===== src/rtl/alu_pkg.sv =====
// Shared ALU definitions: op codes and flag-vector layout used by the result capture stage.
package alu_pkg;

  localparam logic [2:0] ALOP_AND = 3'b000;
  localparam logic [2:0] ALOP_OR  = 3'b001;
  localparam logic [2:0] ALOP_ADD = 3'b010;
  localparam logic [2:0] ALOP_XOR = 3'b011;
  localparam logic [2:0] ALOP_SLT = 3'b100;
  localparam logic [2:0] ALOP_SUB = 3'b101;
  localparam logic [2:0] ALOP_SLL = 3'b110;
  localparam logic [2:0] ALOP_SRL = 3'b111;

  localparam int unsigned FLG_Z   = 0;
  localparam int unsigned FLG_N   = 1;
  localparam int unsigned FLG_C   = 2;
  localparam int unsigned FLG_SUB = 3;
  localparam int unsigned FLG_W   = 4;

endpackage


===== src/rtl/alu_flag_capture_if.sv =====
// Result handshake bundle between the ALU, the flag capture stage and its consumer.
interface alu_flag_capture_if #(
  parameter int unsigned W = 32
) ();
  import alu_pkg::*;

  logic             in_valid;
  logic             in_ready;
  logic [W:0]       in_result;
  logic [2:0]       in_alop;
  logic             out_valid;
  logic             out_ready;
  logic [W-1:0]     out_data;
  logic [FLG_W-1:0] out_flags;

  modport master (
    output in_valid, in_result, in_alop, out_ready,
    input  in_ready, out_valid, out_data, out_flags
  );

  modport slave (
    input  in_valid, in_result, in_alop, out_ready,
    output in_ready, out_valid, out_data, out_flags
  );

endinterface


===== src/rtl/alu_res_fifo.sv =====
// Generic synchronous FIFO with wrap-bit pointers; read data is forced to zero while empty.
module alu_res_fifo #(
  parameter int unsigned WIDTH = 36,
  parameter int unsigned DEPTH = 2
) (
  input  logic             clk,
  input  logic             rst_n,
  input  logic             i_push,
  input  logic             i_pop,
  input  logic [WIDTH-1:0] i_wdata,
  output logic [WIDTH-1:0] o_rdata,
  output logic             o_full,
  output logic             o_empty
);

  localparam int unsigned AW = (DEPTH > 1) ? $clog2(DEPTH) : 1;
  localparam logic [AW:0] PtrOne = (AW + 1)'(1);

  logic [WIDTH-1:0] r_mem [DEPTH];
  logic [AW:0]      r_wptr;
  logic [AW:0]      r_rptr;

  always_ff @(posedge clk or negedge rst_n) begin
    if (!rst_n) begin
      r_wptr <= '0;
      r_rptr <= '0;
    end else begin
      if (i_push) r_wptr <= r_wptr + PtrOne;
      if (i_pop)  r_rptr <= r_rptr + PtrOne;
    end
  end

  always_ff @(posedge clk) begin
    if (i_push) r_mem[r_wptr[AW-1:0]] <= i_wdata;
  end

  assign o_full  = (r_wptr[AW] != r_rptr[AW]) && (r_wptr[AW-1:0] == r_rptr[AW-1:0]);
  assign o_empty = (r_wptr == r_rptr);
  // Zero while empty so the consumer never sees a stale head.
  assign o_rdata = o_empty ? '0 : r_mem[r_rptr[AW-1:0]];

endmodule


===== src/rtl/alu_flag_capture.sv =====
// ALU result capture: derives N/Z/C/SUB flags, buffers result+flags, counts carry events.
module alu_flag_capture
  import alu_pkg::*;
#(
  parameter int unsigned W     = 32,
  parameter int unsigned DEPTH = 2,
  parameter int unsigned CNT_W = 16
) (
  input  logic               clk,
  input  logic               rst_n,
  alu_flag_capture_if.slave  bus,
  input  logic               clr_cnt,
  output logic [CNT_W-1:0]   carry_cnt
);

  logic [FLG_W-1:0]   w_flags;
  logic [W+FLG_W-1:0] w_wdata;
  logic [W+FLG_W-1:0] w_rdata;
  logic               w_full;
  logic               w_empty;
  logic               w_push;
  logic               w_pop;
  logic [CNT_W-1:0]   r_cnt;
  logic [CNT_W-1:0]   w_cnt_nxt;

  // C is stored exactly as the ALU produced it; for SUB it is already a borrow.
  always_comb begin
    w_flags          = '0;
    w_flags[FLG_Z]   = (bus.in_result[W-1:0] == '0);
    w_flags[FLG_N]   = bus.in_result[W-1];
    w_flags[FLG_C]   = bus.in_result[W];
    w_flags[FLG_SUB] = (bus.in_alop == ALOP_SUB);
  end

  assign w_wdata = {w_flags, bus.in_result[W-1:0]};
  assign w_push  = bus.in_valid & ~w_full;
  assign w_pop   = ~w_empty & bus.out_ready;

  alu_res_fifo #(
    .WIDTH (W + FLG_W),
    .DEPTH (DEPTH)
  ) u_fifo (
    .clk     (clk),
    .rst_n   (rst_n),
    .i_push  (w_push),
    .i_pop   (w_pop),
    .i_wdata (w_wdata),
    .o_rdata (w_rdata),
    .o_full  (w_full),
    .o_empty (w_empty)
  );

  assign bus.in_ready  = ~w_full;
  assign bus.out_valid = ~w_empty;
  assign bus.out_data  = w_rdata[W-1:0];
  assign bus.out_flags = w_rdata[W+FLG_W-1:W];

  // Clear beats a same-cycle increment; the counter sticks at all-ones.
  always_comb begin
    w_cnt_nxt = r_cnt;
    if (clr_cnt) begin
      w_cnt_nxt = '0;
    end else if (w_push && w_flags[FLG_C] && (r_cnt != '1)) begin
      w_cnt_nxt = r_cnt + CNT_W'(1);
    end
  end

  always_ff @(posedge clk or negedge rst_n) begin
    if (!rst_n) r_cnt <= '0;
    else        r_cnt <= w_cnt_nxt;
  end

  assign carry_cnt = r_cnt;

endmodule

===== src/flat_wrapper.sv =====
// flat-port wrapper written by rule: the top's interface ports become plain ports
module alu_flag_capture_flat import alu_pkg::*;
#(
  parameter int unsigned W     = 32,
  parameter int unsigned DEPTH = 2,
  parameter int unsigned CNT_W = 16
)
  (clk, rst_n, clr_cnt, carry_cnt, bus_in_valid, bus_in_result, bus_in_alop, bus_out_ready, bus_in_ready, bus_out_valid, bus_out_data, bus_out_flags);
  alu_flag_capture_if #(.W(W)) bus_i ();
  input  logic clk;
  input  logic rst_n;
  input  logic clr_cnt;
  output logic [CNT_W-1:0] carry_cnt;
  input wire logic [$bits(bus_i.in_valid)-1:0] bus_in_valid;
  input wire logic [$bits(bus_i.in_result)-1:0] bus_in_result;
  input wire logic [$bits(bus_i.in_alop)-1:0] bus_in_alop;
  input wire logic [$bits(bus_i.out_ready)-1:0] bus_out_ready;
  output wire logic [$bits(bus_i.in_ready)-1:0] bus_in_ready;
  output wire logic [$bits(bus_i.out_valid)-1:0] bus_out_valid;
  output wire logic [$bits(bus_i.out_data)-1:0] bus_out_data;
  output wire logic [$bits(bus_i.out_flags)-1:0] bus_out_flags;
  assign bus_i.in_valid = bus_in_valid;
  assign bus_i.in_result = bus_in_result;
  assign bus_i.in_alop = bus_in_alop;
  assign bus_i.out_ready = bus_out_ready;
  assign bus_in_ready = bus_i.in_ready;
  assign bus_out_valid = bus_i.out_valid;
  assign bus_out_data = bus_i.out_data;
  assign bus_out_flags = bus_i.out_flags;
  alu_flag_capture #(.W(W), .DEPTH(DEPTH), .CNT_W(CNT_W)) u_core (.clk(clk), .rst_n(rst_n), .bus(bus_i), .clr_cnt(clr_cnt), .carry_cnt(carry_cnt));
endmodule

===== config.mk =====
export PLATFORM = sky130hd
export DESIGN_NAME = alu_flag_capture_flat
export DESIGN_NICKNAME = d
export VERILOG_FILES = /design/src/rtl/alu_pkg.sv /design/src/rtl/alu_flag_capture_if.sv /design/src/rtl/alu_res_fifo.sv /design/src/rtl/alu_flag_capture.sv /design/src/flat_wrapper.sv
export SDC_FILE = /design/constraint.sdc
export NUM_CORES = 1
export LEC_CHECK = 0
export ABC_AREA = 0
export BUFFER_PORTS_ARGS = -buffer_cell sky130_fd_sc_hd__buf_4
export CORE_MARGIN = 3
export CORE_UTILIZATION = 36
export DETAILED_ROUTE_END_ITERATION = 12
export MAX_ROUTING_LAYER = met4
export PLACE_DENSITY = 0.58
export SYNTH_ARGS = -nofsm -noshare
export SYNTH_HDL_FRONTEND = slang
export SYNTH_SLANG_ARGS = --single-unit

===== constraint.sdc =====
create_clock -name clk -period 3.4 [get_ports clk]
set_input_delay 0.68 -clock clk [delete_from_list [all_inputs] [get_ports clk]]
set_output_delay 0.68 -clock clk [all_outputs]
set_load 0.01 [all_outputs]

==> flow_summary.json <==
{
  "clk_latency_ns": 0.35,
  "gp_congestion": 0.7807,
  "rows": 37,
  "routedWlPerCell_microns": 16.09,
  "r2r_cells": 3,
  "max-slew-margin-rel_pct": 40.68,
  "layout_commonest_cell": "buf_4",
  "power_switching_w": 0.001504,
  "finClkSkew_ns": 0.01484,
  "cp_max_fo": 35,
  "p_int_w": 0.002639,
  "synth_simple_gate_area_share_pct": 14.96,
  "r2r_setup_slack_ns": 1.32,
  "final_cell_mix": "98 x buf_4, 70 x edfxtp_1, 45 x nor2_1",
  "ant_nets": 0,
  "post-route-min-period_ns": 2.558,
  "final_layout_size_suffix_gt1_share_pct": 32.30,
  "drt_wl_total_microns": 8416,
  "synth_nets": 330,
  "die_h_microns": 110.1,
  "critPathRequiredTime_ns": 2.72,
  "fp.dieW_microns": 110.1,
  "crit_arrival_ns": 1.88,
  "grt_pass1_vias": 2582,
  "numCtsBuffers": 9,
  "max_freq_ghz": 0.3909,
  "firstDrtPassIters": 4,
  "vdd_drop_max_uv": 375.7,
  "ios": 95,
  "critical_path.top_delay_family": "buffers and inverters",
  "dr.first_iter.drc_count": 187,
  "p_leak_nw": 1.963,
  "cts_tree": "done",
  "p_seq_share_pct": 39.1,
  "multi_input_area_sq_um": 1214,
  "fin_crit_sh_pct": 75.24,
  "fill_cells": 967,
  "n_antenna_cell": 0,
  "postCtsSetupRepairBufs": 0,
  "hpwlAfterDp_microns": 5681,
  "synth_top_family_by_area": "simple AND/OR/NAND/NOR gates",
  "dieArea_sq_um": 12110,
  "slew_violations": 0,
  "reg2reg_to": "u_core.u_fifo.r_mem[1][5]$_DFFE_PP_",
  "hold_path.class": "input port to asynchronous set/reset pin",
  "setup_slack_ns": 0.8419,
  "grt_pass1_wl_microns": 13090,
  "vias": 2619,
  "worst_path_max_delay_cell": "dfrtp_1",
  "cts.clk_slew.worst_paths_ns": 0.09,
  "cp_slowest_stage_delay_ns": 0.42,
  "synth-xor-area-share_pct": 1.573,
  "synth.distinct_cells": 35,
  "grt_antenna_before_repair": 0,
  "power_density_nw_per_um2": 844.4,
  "clock_sinks": 90,
  "initial_utilization_pct": 37.42,
  "htree_levels": 3,
  "synthMuxAreaShare_pct": 11.01,
  "syn_area_sq_um": 3897,
  "yosysSeqAreaShare_pct": 66.77,
  "worstSetupStartpointType": "flip-flop",
  "final_net_count": 425,
  "report.final.setup_viol": 0,
  "dp_worst_setup_slack_ns": 1.183,
  "regToRegStartpoint": "u_core.u_fifo.r_wptr[1]$_DFFE_PN0N_",
  "pwr-share-comb_pct": 45.3,
  "critPathBufInv": 2,
  "synth_cells": 288,
  "endpoint_kind": "output pin",
  "cts_resized": 0,
  "drc": 0,
  "swShare_pct": 36.30,
  "run_status": "finished clean",
  "core_sq_um": 10420,
  "cp_common_cell": "buf_4",
  "fin_tns_setup_ns": 0,
  "cts_buffer_depth": 2,
  "grt_max_degree": 37,
  "clock_power_share_pct": 15.6,
  "drv_cap": 0,
  "hold_viol": 0,
  "ys_ff_latch": 90,
  "ff_latch_area_sq_um": 2604,
  "cts_root_buf": "clkbuf_8",
  "cts_hold_buffers": 0,
  "yosys.area_share.adder_pct": 0.3210,
  "syn_avg_cell_area_sq_um": 13.53,
  "grt.overflow.total": 0,
  "rsz0062_at_grt": "no",
  "area_growth_pct": 25.87,
  "cp_cell_sequence": "xnor2_1 -> and2_1 -> buf_4 -> nor2_1 -> buf_4",
  "critical_path_class": "flip-flop to output pin",
  "placement.io_buffers": 94,
  "yosys_warnings": 0,
  "viasPerCell": 5.008,
  "worst_pin_slew_ns": 0.8898,
  "grt.total_usage_pct": 14.72,
  "synth_compound_area_share_pct": 3.082
}
==> kinds of logic after synthesis <==
group                      count (synthesis)
muxes                                     42
buffers and inverters                     18
xor gates and xnor gates                   7
and+or+nand+nor                          110
adders and majority gates                  1
DFF                                       90
AOI/OAI and AO/OA                         20
==> how the worst max path moves through the flow <==
stage,slack [ns],cells past startpoint,from,end
finish,0.84,5,u_core.u_fifo.r_wptr[1]$_DFFE_PN0N_,bus_out_flags[1]
global route,0.68,5,u_core.u_fifo.r_wptr[0]$_DFFE_PN0N_,bus_out_data[31]
CTS,0.79,4,u_core.u_fifo.r_rptr[0]$_DFFE_PN0P_,bus_out_data[1]
detailed placement,1.18,4,u_core.u_fifo.r_rptr[0]$_DFFE_PN0P_,bus_out_data[1]
global placement,1.16,4,u_core.u_fifo.r_rptr[0]$_DFFE_PN0P_,bus_out_data[1]
floorplan,0.56,4,u_core.u_fifo.r_wptr[1]$_DFFE_PN0N_,u_core.u_fifo.r_mem[0][0]$_DFFE_PP_
==> worst register-to-register path, delay by kind of cell, from the launching register on <==
| kind | cells | cell delay, ns |
|---|---|---|
| xor gates and xnor gates | 1 | 0.28 |
| and+or+nand+nor | 2 | 0.99 |
| DFF | 1 | 0.42 |
==> cell usage after synthesis <==
master / count / area [sq um]
edfxtp_1: 70 / 2102
nor2_1: 46 / 172.7
mux2i_1: 35 / 350.3
dfrtp_1: 20 / 500.5
nor4_1: 15 / 93.84
a21oi_1: 9 / 45.04
nand2_1: 9 / 33.78
nand4_1: 8 / 50.05
mux2_2: 7 / 78.83
o31ai_1: 7 / 52.55
or4_1: 7 / 52.55
clkbuf_1: 6 / 22.52
nor2b_1: 6 / 37.54
xnor2_1: 5 / 43.79
inv_1: 4 / 15.01
nand3_1: 4 / 20.02
buf_1: 3 / 11.26
and2_1: 2 / 12.51
and3_1: 2 / 12.51
and4_1: 2 / 17.52
buf_2: 2 / 10.01
buf_6: 2 / 22.52
nor4b_1: 2 / 17.52
o21ai_1: 2 / 10.01
or3_1: 2 / 12.51
xor2_1: 2 / 17.52
and3_2: 1 / 7.510
buf_4: 1 / 7.510
ha_1: 1 / 12.51
nand2b_1: 1 / 6.260
nor4_4: 1 / 21.27
o211ai_1: 1 / 7.510
o21ai_0: 1 / 5.000
or2_2: 1 / 6.260
or3b_2: 1 / 8.760
==> power by group through the flow <==
stage / combinational, W / clock (W) / sequential (W)
5_1_grt: 0.00209 / 0.000712 / 0.00165
2_1_floorplan: 0.00105 / 0 / 0.00162
3_3_place_gp: 0.00192 / 0 / 0.00163
4_1_cts: 0.00192 / 0.000670 / 0.00162
3_5_place_dp: 0.00192 / 0 / 0.00165
6_report: 0.00188 / 0.000646 / 0.00162
==> sequential cells by signal, summed over array words and instances, names as in the netlist <==
register / count
u_core.carry_cnt: 16
u_core.u_fifo.r_rptr: 2
u_core.u_fifo.r_mem: 70
u_core.u_fifo.r_wptr: 2
==> metrics by stage <==
step           std cells  area (sq um)  hold slack [ns]  utilization, %  power [W]
2_1_floorplan        288          3897           0.3844               -   0.002672
3_3_place_gp         508          4738           0.4741           45.49   0.003552
3_5_place_dp         508          4738           0.4816           45.49   0.003565
4_1_cts              523          4906           0.1828           47.10   0.004216
5_1_grt              523          4906           0.1887           47.10   0.004454
6_report             523          4906           0.1915           47.10   0.004143
==> cell type report <==
class,instances,share of cell area (%)
clock inverters,5,0.8161
inverters,4,0.3060
flip-flops and latches,90,53.07
multi-input cells,180,24.74
clock buffers,10,2.601
repair buffers,98,15.00
well taps,136,3.468
==> layer usage <==
| metal | wire length, microns | part of all wire (%) | track usage (%) | vias up |
|---|---|---|---|---|
| met5 | 0 | 0 | - | - |
| met4 | 148 | 1.8 | 6.233 | 0 |
| met3 | 437 | 5.2 | 2.737 | 12 |
| met2 | 3923 | 47 | 22.44 | 73 |
| met1 | 3907 | 46 | 19.40 | 1262 |
| li1 | - | - | - | 1272 |
(Power assumes the default switching activity.)
